$ cat src/rtl/bellek_hakemi_if.sv
// Requester-side bus of the memory arbiter.
// One instance per master; the arbiter takes the slave view.
interface bellek_hakemi_if #(
   parameter int VERI_BIT  = 32,
   parameter int ADRES_BIT = 32
);
   logic                 istek;
   logic [ADRES_BIT-1:0] adres;
   logic                 yaz;
   logic [VERI_BIT-1:0]  yaz_veri;
   logic                 kabul;
   logic                 gecerli;
   logic [VERI_BIT-1:0]  oku_veri;

   modport master (
      output istek, adres, yaz, yaz_veri,
      input  kabul, gecerli, oku_veri
   );

   modport slave (
      input  istek, adres, yaz, yaz_veri,
      output kabul, gecerli, oku_veri
   );
endinterface

$ cat src/rtl/bellek_hakemi.sv
// Round-robin two-master arbiter for the single-port main memory.
// Writes finish in the accept cycle; reads wait a fixed latency.
module bellek_hakemi #(
   parameter int VERI_BIT    = 32,
   parameter int ADRES_BIT   = 32,
   parameter int OKU_GECIKME = 2
) (
   input  logic                 clk,
   input  logic                 rst,
   bellek_hakemi_if.slave       p0,
   bellek_hakemi_if.slave       p1,
   output logic                 mesgul,
   output logic [ADRES_BIT-1:0] bellek_adres,
   output logic                 bellek_yaz,
   output logic [VERI_BIT-1:0]  bellek_yaz_veri,
   input  logic [VERI_BIT-1:0]  bellek_oku_veri
);

   typedef enum logic {BOS, BEKLE} durum_t;

   localparam logic [3:0] SAYAC_BAS = 4'(OKU_GECIKME - 1);

   durum_t               durum_r;
   durum_t               durum_n;
   logic                 oncelik_r;
   logic                 sahip_r;
   logic [ADRES_BIT-1:0] adres_r;
   logic [3:0]           sayac_r;

   logic                 sec0;
   logic                 sec1;
   logic                 kabul_var;
   logic                 kazanan;
   logic                 yaz_sec;

   // A lone requester wins outright; a tie goes to the preferred port.
   assign sec0 = p0.istek & (~p1.istek | ~oncelik_r);
   assign sec1 = p1.istek & (~p0.istek | oncelik_r);

   // State register.
   always_ff @(posedge clk) begin
      if (rst) durum_r <= BOS;
      else     durum_r <= durum_n;
   end

   // Next state, accept pulses and memory bus drive.
   always_comb begin
      durum_n         = durum_r;
      p0.kabul        = 1'b0;
      p1.kabul        = 1'b0;
      bellek_adres    = '0;
      bellek_yaz      = 1'b0;
      bellek_yaz_veri = '0;
      mesgul          = 1'b0;
      kabul_var       = 1'b0;
      kazanan         = 1'b0;
      yaz_sec         = 1'b0;
      if (!rst) begin
         unique case (durum_r)
            BOS: begin
               if (sec0 | sec1) begin
                  kabul_var    = 1'b1;
                  kazanan      = sec1;
                  p0.kabul     = sec0;
                  p1.kabul     = sec1;
                  bellek_adres = sec1 ? p1.adres : p0.adres;
                  yaz_sec      = sec1 ? p1.yaz : p0.yaz;
                  if (yaz_sec) begin
                     bellek_yaz      = 1'b1;
                     bellek_yaz_veri = sec1 ? p1.yaz_veri
                                            : p0.yaz_veri;
                  end else begin
                     durum_n = BEKLE;
                  end
               end
            end
            BEKLE: begin
               mesgul       = 1'b1;
               bellek_adres = adres_r;
               if (sayac_r == 4'd0) durum_n = BOS;
            end
         endcase
      end
   end

   // Priority rotation, read bookkeeping and read-data return.
   always_ff @(posedge clk) begin
      if (rst) begin
         oncelik_r   <= 1'b0;
         sahip_r     <= 1'b0;
         adres_r     <= '0;
         sayac_r     <= 4'd0;
         p0.gecerli  <= 1'b0;
         p1.gecerli  <= 1'b0;
         p0.oku_veri <= '0;
         p1.oku_veri <= '0;
      end else begin
         p0.gecerli <= 1'b0;
         p1.gecerli <= 1'b0;
         if (kabul_var) begin
            oncelik_r <= ~kazanan;
            if (!yaz_sec) begin
               sahip_r <= kazanan;
               adres_r <= bellek_adres;
               sayac_r <= SAYAC_BAS;
            end
         end
         if (durum_r == BEKLE) begin
            if (sayac_r == 4'd0) begin
               if (sahip_r) begin
                  p1.oku_veri <= bellek_oku_veri;
                  p1.gecerli  <= 1'b1;
               end else begin
                  p0.oku_veri <= bellek_oku_veri;
                  p0.gecerli  <= 1'b1;
               end
            end else begin
               sayac_r <= sayac_r - 4'd1;
            end
         end
      end
   end

endmodule

$ cat src/flat_wrapper.sv
// flat-port wrapper written by rule: the top's interface ports become plain ports
module bellek_hakemi_flat 
#(
   parameter int VERI_BIT    = 32,
   parameter int ADRES_BIT   = 32,
   parameter int OKU_GECIKME = 2
)
  (clk, rst, mesgul, bellek_adres, bellek_yaz, bellek_yaz_veri, bellek_oku_veri, p0_istek, p0_adres, p0_yaz, p0_yaz_veri, p0_kabul, p0_gecerli, p0_oku_veri, p1_istek, p1_adres, p1_yaz, p1_yaz_veri, p1_kabul, p1_gecerli, p1_oku_veri);
  bellek_hakemi_if #(.VERI_BIT(VERI_BIT), .ADRES_BIT(ADRES_BIT)) p0_i ();
  bellek_hakemi_if #(.VERI_BIT(VERI_BIT), .ADRES_BIT(ADRES_BIT)) p1_i ();
  input  logic clk;
  input  logic rst;
  output logic mesgul;
  output logic [ADRES_BIT-1:0] bellek_adres;
  output logic bellek_yaz;
  output logic [VERI_BIT-1:0] bellek_yaz_veri;
  input  logic [VERI_BIT-1:0] bellek_oku_veri;
  input wire logic [$bits(p0_i.istek)-1:0] p0_istek;
  input wire logic [$bits(p0_i.adres)-1:0] p0_adres;
  input wire logic [$bits(p0_i.yaz)-1:0] p0_yaz;
  input wire logic [$bits(p0_i.yaz_veri)-1:0] p0_yaz_veri;
  output wire logic [$bits(p0_i.kabul)-1:0] p0_kabul;
  output wire logic [$bits(p0_i.gecerli)-1:0] p0_gecerli;
  output wire logic [$bits(p0_i.oku_veri)-1:0] p0_oku_veri;
  input wire logic [$bits(p1_i.istek)-1:0] p1_istek;
  input wire logic [$bits(p1_i.adres)-1:0] p1_adres;
  input wire logic [$bits(p1_i.yaz)-1:0] p1_yaz;
  input wire logic [$bits(p1_i.yaz_veri)-1:0] p1_yaz_veri;
  output wire logic [$bits(p1_i.kabul)-1:0] p1_kabul;
  output wire logic [$bits(p1_i.gecerli)-1:0] p1_gecerli;
  output wire logic [$bits(p1_i.oku_veri)-1:0] p1_oku_veri;
  assign p0_i.istek = p0_istek;
  assign p0_i.adres = p0_adres;
  assign p0_i.yaz = p0_yaz;
  assign p0_i.yaz_veri = p0_yaz_veri;
  assign p0_kabul = p0_i.kabul;
  assign p0_gecerli = p0_i.gecerli;
  assign p0_oku_veri = p0_i.oku_veri;
  assign p1_i.istek = p1_istek;
  assign p1_i.adres = p1_adres;
  assign p1_i.yaz = p1_yaz;
  assign p1_i.yaz_veri = p1_yaz_veri;
  assign p1_kabul = p1_i.kabul;
  assign p1_gecerli = p1_i.gecerli;
  assign p1_oku_veri = p1_i.oku_veri;
  bellek_hakemi #(.VERI_BIT(VERI_BIT), .ADRES_BIT(ADRES_BIT), .OKU_GECIKME(OKU_GECIKME)) u_core (.clk(clk), .rst(rst), .p0(p0_i), .p1(p1_i), .mesgul(mesgul), .bellek_adres(bellek_adres), .bellek_yaz(bellek_yaz), .bellek_yaz_veri(bellek_yaz_veri), .bellek_oku_veri(bellek_oku_veri));
endmodule
$ cat config.mk
export PLATFORM = sky130hd
export DESIGN_NAME = bellek_hakemi_flat
export DESIGN_NICKNAME = d
export VERILOG_FILES = /design/src/rtl/bellek_hakemi_if.sv /design/src/rtl/bellek_hakemi.sv /design/src/flat_wrapper.sv
export SDC_FILE = /design/constraint.sdc
export NUM_CORES = 1
export LEC_CHECK = 0
export CORE_ASPECT_RATIO = 0.9
export CORE_MARGIN = 4
export CORE_UTILIZATION = 42
export DETAILED_ROUTE_END_ITERATION = 12
export PLACE_DENSITY_LB_ADDON = 0.15
export SYNTH_ARGS = -nofsm -noshare
export SYNTH_HDL_FRONTEND = slang
export SYNTH_SLANG_ARGS = --single-unit
$ cat constraint.sdc
create_clock -name clk -period 3.1 [get_ports clk]
set_input_delay 0.62 -clock clk [delete_from_list [all_inputs] [get_ports clk]]
set_output_delay 0.62 -clock clk [all_outputs]
set_load 0.05 [all_outputs]
==> metrics, run 1 <==
root buffer cell=clkbuf_16; post-DR vias/cell=5.41; final setup fails=0; final count of pins violating max slew=0; Inserted Clock Buffers=9; final WL=20.2 mm; initial core utilization=0.435; Power, Total=4.12 mW; postcts setup bufs=0; crit-path leading delay family=buffers and inverters; die width=126 um; pre-CTS setup slack=94.1 ps; slowest library cell on the worst path=clkdlybuf4s50_1; min setup slack post-route=64.6 ps; DR pass1 iterations=5; # clock sinks=105; Worst-path clk slew=70 ps; Net Count, Synth=838; CTS tree=yes; skew final=9.88 ps; Max IR drop VDD=0.469 mV; min-delay src=u_core.p1.oku_veri[8]$_SDFFE_PP0P_; sequential area share after synthesis=0.397; FMAX=329 MHz; RR Startpoint=u_core.oncelik_r$_SDFFE_PP0N_; Final GP Congestion=1.04; Initial DRC Count=406; Cell variety after synth=36; hold crit path type=flop to flop; core area=0.0122 mm2; vias in the first global route=5812; Routed Antenna Nets=0; Pwr Density=442 mW/mm2; CP peak stage delay=510 ps; die height=114 um; initial antenna violation count=3; FP Rows=38; FF+latch count, synth=105; WP data arrival=2420 ps; CP endpoint kind=output pin; hpwl dp=15.1 mm; CP Cell Sequence=clkdlybuf4s50_1 -> a21boi_4 -> buf_12 -> buf_4 -> a22oi_2 -> a211oi_2 -> buf_12; drt drc=0; Port Buffer Count=299; MaxCap Viol Count=0; Hold Buf Count CTS=0; die area=0.0145 mm2; critical path depth=7; GRT Util Overall=0.265; CP endpoint=bellek_adres[21]; layout cells sized above 1=0.173; placed cell areas=0.00900 mm2; I/O pins=300; leakage=3.37 nW; critical path class=input port to output pin; Syn Inst Count=671; Least-Margin Pin Slew=1110 ps; Final Cycle Share=0.979; first-pass GRT wire length=31.3 mm; R2R Setup Slk=1050 ps; post-cts repair resize count=0; Critical path origin=p0_istek; WP buf/inv=4; Critical Path RT=2480 ps; Tmin final=3040 ps; GRT overflow=0; status=finished clean; mapped cell area=0.00529 mm2; Setup crit start kind=input port; clock tree buffer depth=2; Fin. Hold Viols=0; cell repeated most along the worst path=buf_12; Critical Path Fanout Max=17; detailed-route via count=5958; worst r2r path cells=5; Nets=1101; end of the worst register-to-register path=u_core.adres_r[3]$_SDFFE_PP0P_; syn_area_per_cell=7.89 um2; Avg WL per Cell=18.4 um; post-route cell area=0.00932 mm2; Rel. slew slack=0.258; Worst-Skew Late Latency=340 ps; Syn-to-layout area delta=76.2%; Max H-tree Level=3; largest net degree at the start of global routing=109; Warnings, synthesis=0
==> cells in the mapped netlist <==
cell	number	area, um2
a311oi_1	2	17.5
buf_12	4	80.1
o211ai_1	30	225
nor3_1	7	35.0
nor2b_1	1	6.26
nor2_1	35	131
nand2b_1	3	18.8
o21ai_0	9	45.0
or3_1	1	6.26
ha_1	1	12.5
a21o_1	1	7.51
buf_4	4	30.0
and4bb_1	1	12.5
and2_4	1	8.76
a21oi_1	103	515
inv_2	1	3.75
buf_6	6	67.6
clkbuf_1	29	109
a22oi_1	5	37.5
a211oi_1	6	45.0
a22oi_2	25	313
nand3b_1	1	7.51
o31ai_1	1	7.51
a32oi_4	1	27.5
o21ai_1	22	110
a32o_2	1	11.3
inv_1	7	26.3
a32o_1	4	40.0
a21boi_4	1	18.8
a41o_1	1	10.0
a31oi_1	2	12.5
nand2_1	201	754
dfxtp_1	105	2100
buf_2	22	110
a211oi_2	25	313
and2_1	2	12.5
==> worst reg2reg max path: cells and delay by family (launching register included) <==
| kind | cells | cell delay, ps |
|---|---|---|
| AOI/OAI and AO/OA | 3 | 1220 |
| buffers and inverters | 1 | 180 |
| and+or+nand+nor | 1 | 210 |
| DFF | 1 | 360 |
==> per-stage QoR <==
step           hold slack, ps  setup TNS, ps  instances  utilization
2_1_floorplan             461              0        671            -
3_3_place_gp              441              0       1082        0.739
3_5_place_dp              446              0       1082        0.739
4_1_cts                   456              0       1098        0.763
5_1_grt                   472          -8.65       1102        0.766
6_report                  454              0       1102        0.766
==> power breakdown <==
group | switching, mW | internal [mW] | total [mW]
Clock | 0.535 | 0.564 | 1.10
Combinational | 0.873 | 0.686 | 1.56
Sequential | 0.0416 | 1.42 | 1.46
==> flip-flops by register name, indices dropped and copies added, names as in the netlist, 4 cells and up <==
name / count
u_core.adres_r: 32
u_core.sayac_r: 4
u_core.p0.oku_veri: 32
u_core.p1.oku_veri: 32
==> cell families (layout without fill, tap and decap cells) <==
group | count (synthesis) | in the layout | synth area share
simple gates | 253 | 253 | 0.188
compound gates | 239 | 239 | 0.332
flops | 105 | 105 | 0.397
buf+inv | 73 | 341 | 0.0806
fa+ha+maj | 1 | 1 | 0.00236
other cells | 0 | 3 | 0
==> per-layer routing <==
layer,wire length [um],vias up,part of all wire,track usage
met1,7740,2837,0.38,0.306
met2,10600,239,0.53,0.489
met5,0,-,0,0
met4,517,0,0.026,0.0843
met3,1330,29,0.066,0.0574
li1,-,2853,-,-
==> cell type report <==
cell class	instances	area [um2]
Timing Repair Buffer	317	3910
Antenna cell	3	7.51
Multi-Input combinational cell	493	2780
Clock inverter	6	60.1
Tap cell	160	200
Sequential cell	105	2100
Clock buffer	10	229
Fill cell	855	2850
Inverter	8	30.0
==> placed cells by master, fill, tap and decap left out, drive strengths merged <==
cell type	count
a21oi	103
nor2b	1
a31oi	2
a21o	1
clkdlybuf4s50	230
ha	1
clkbuf	11
a32oi	1
a311oi	2
a211oi	31
nand3b	1
o211ai	30
buf	86
a21boi	1
clkinv	1
nand2b	3
or3	1
clkinvlp	2
nor2	35
inv	11
and2	3
a41o	1
nand2	201
diode	3
o21ai	31
a22oi	30
and4bb	1
nor3	7
a32o	5
o31ai	1
dfxtp	105
==> how the worst min path moves through the flow <==
stage / end / depth (start not counted)
finish: u_core.p1.oku_veri[8]$_SDFFE_PP0P_ / 2
global route: u_core.p0.oku_veri[16]$_SDFFE_PP0P_ / 2
CTS: u_core.p0.oku_veri[9]$_SDFFE_PP0P_ / 2
detailed placement: u_core.p1.oku_veri[25]$_SDFFE_PP0P_ / 2
global placement: u_core.p1.oku_veri[5]$_SDFFE_PP0P_ / 2
floorplan: u_core.adres_r[10]$_SDFFE_PP0P_ / 2
(Power assumes the default switching activity.)
==> run 2, diff against run 1 <==
SLEW_MARGIN = 20   (was unset)
==> run 2 against run 1 <==
Combinational power about the same. Clock-buffer cell count unchanged. Final area increased by 0.30%. Sequential share of layout area decreased by 0.066 points. Via count increased by 0.12%. Core utilization increased by 0.23 points. Sequential cell count unchanged. Wire length about the same. Clock skew decreased by 0.72 ps. Power increased by 0.23%. Clock power about the same. Fmax increased by 0.32%. Critical path type unchanged. Critical endpoint unchanged.
==> metrics, run 2 (synthesized netlist as in run 1, its figures left out) <==
die height=114 um; Max IR drop VDD=0.468 mV; Worst-path clk slew=70 ps; setup TNS=0 ps; GRT Util Overall=0.265; Fin. Hold Viols=0; skew final=9.15 ps; first-pass GRT wire length=31.3 mm; highest-count cells in the layout ignoring fill and taps=clkdlybuf4s50_1, nand2_1, dfxtp_1; clock tree buffer depth=2; Nets=1102; layout cells sized above 1=0.173; Critical Path Fanout Max=17; MaxCap Viol Count=0; drt drc=0; Final Cycle Share=0.976; final count of pins violating max slew=0; Worst-Skew Late Latency=340 ps; fill cell count=851; leakage=3.39 nW; hold crit path type=flop to flop; I/O pins=300; FMAX=331 MHz; initial core utilization=0.435; Inserted Clock Buffers=9; # clock sinks=105; die area=0.0145 mm2; initial antenna violation count=3; Max H-tree Level=3; Rel. slew slack=0.345; hpwl dp=15.1 mm; Routed Antenna Nets=0; detailed-route via count=5965; most common cell after layout, fill and taps aside=clkdlybuf4s50_1; CP endpoint kind=output pin; core area=0.0122 mm2; critical path class=input port to output pin; DR pass1 iterations=5; Final GP Congestion=1.04; Setup crit start kind=input port; Tmin final=3030 ps; Critical Path RT=2480 ps; final WL=20.2 mm; unrepaired setup endpoints after global routing=no; Power, Total=4.13 mW; CTS tree=yes; final setup fails=0; area of the multi-input gates=0.00278 mm2; FF/Latch Area=0.00210 mm2; post-DR vias/cell=5.41; GRT overflow=0; Initial DRC Count=428; Avg WL per Cell=18.3 um; Pwr Density=442 mW/mm2; largest net degree at the start of global routing=109; die width=126 um; Port Buffer Count=299; WP data arrival=2410 ps; Syn-to-layout area delta=76.7%; vias in the first global route=5812; largest registers=u_core.adres_r (32), u_core.p0.oku_veri (32), u_core.p1.oku_veri (32); status=finished clean; root buffer cell=clkbuf_16; Least-Margin Pin Slew=982 ps; FP Rows=38
[run 2: per-layer routing]
layer | track usage | vias up | wire [um]
li1 | - | 2853 | -
met1 | 0.306 | 2858 | 7810
met2 | 0.489 | 228 | 10700
met3 | 0.0574 | 26 | 1260
met4 | 0.0843 | 0 | 497
met5 | 0 | - | 0
[run 2: metrics by stage]
stage	utilization	hold slack (ps)	instance area, um2	setup WS (ps)	instances
global route	0.768	472	9350	0.415	1103
CTS	0.763	456	9290	77.0	1098
finish	0.768	453	9350	74.4	1103
floorplan	-	461	5310	78.7	671
global placement	0.739	441	9000	166	1082
detailed placement	0.739	446	9000	94.1	1082
[run 2: report_power, final]
group / total [mW] / switching [mW] / internal [mW]
Sequential: 1.46 / 0.0415 / 1.42
Clock: 1.10 / 0.536 / 0.564
Combinational: 1.57 / 0.874 / 0.692
[run 2: area by class of cell]
cell class	instances	area share
Timing Repair Buffer	318	0.421
Multi-Input combinational cell	493	0.298
Sequential cell	105	0.225
Clock buffer	10	0.0245
Tap cell	160	0.0214
Clock inverter	6	0.00642
Inverter	8	0.00321
Antenna cell	3	0.000803
[run 2: path summary, 6_finish.rpt]
path	from	to	slack (ps)	cells after the start
max reg2reg	u_core.durum_r$_SDFF_PP0_	u_core.p1.oku_veri[27]$_SDFFE_PP0P_	1150	6
max	p0_istek	bellek_adres[21]	70	7
min	u_core.p1.oku_veri[8]$_SDFFE_PP0P_	u_core.p1.oku_veri[8]$_SDFFE_PP0P_	450	2
min reg2reg	u_core.p1.oku_veri[8]$_SDFFE_PP0P_	u_core.p1.oku_veri[8]$_SDFFE_PP0P_	450	2
[run 2: worst max-delay path, cell delays in order]
cell and delay, ps:
clkdlybuf4s50_1 510, a21boi_4 300, buf_12 210, buf_4 170, a22oi_2 70, a211oi_2 330
buf_12 180
[run 2: repair_timing]
item | 4_1_cts | 5_1_grt
gates resized for setup | 0 | 1
endpoints found under the setup margin | 0 | 2
hold buffers | 0 | 0
setup buffers | 0 | 0
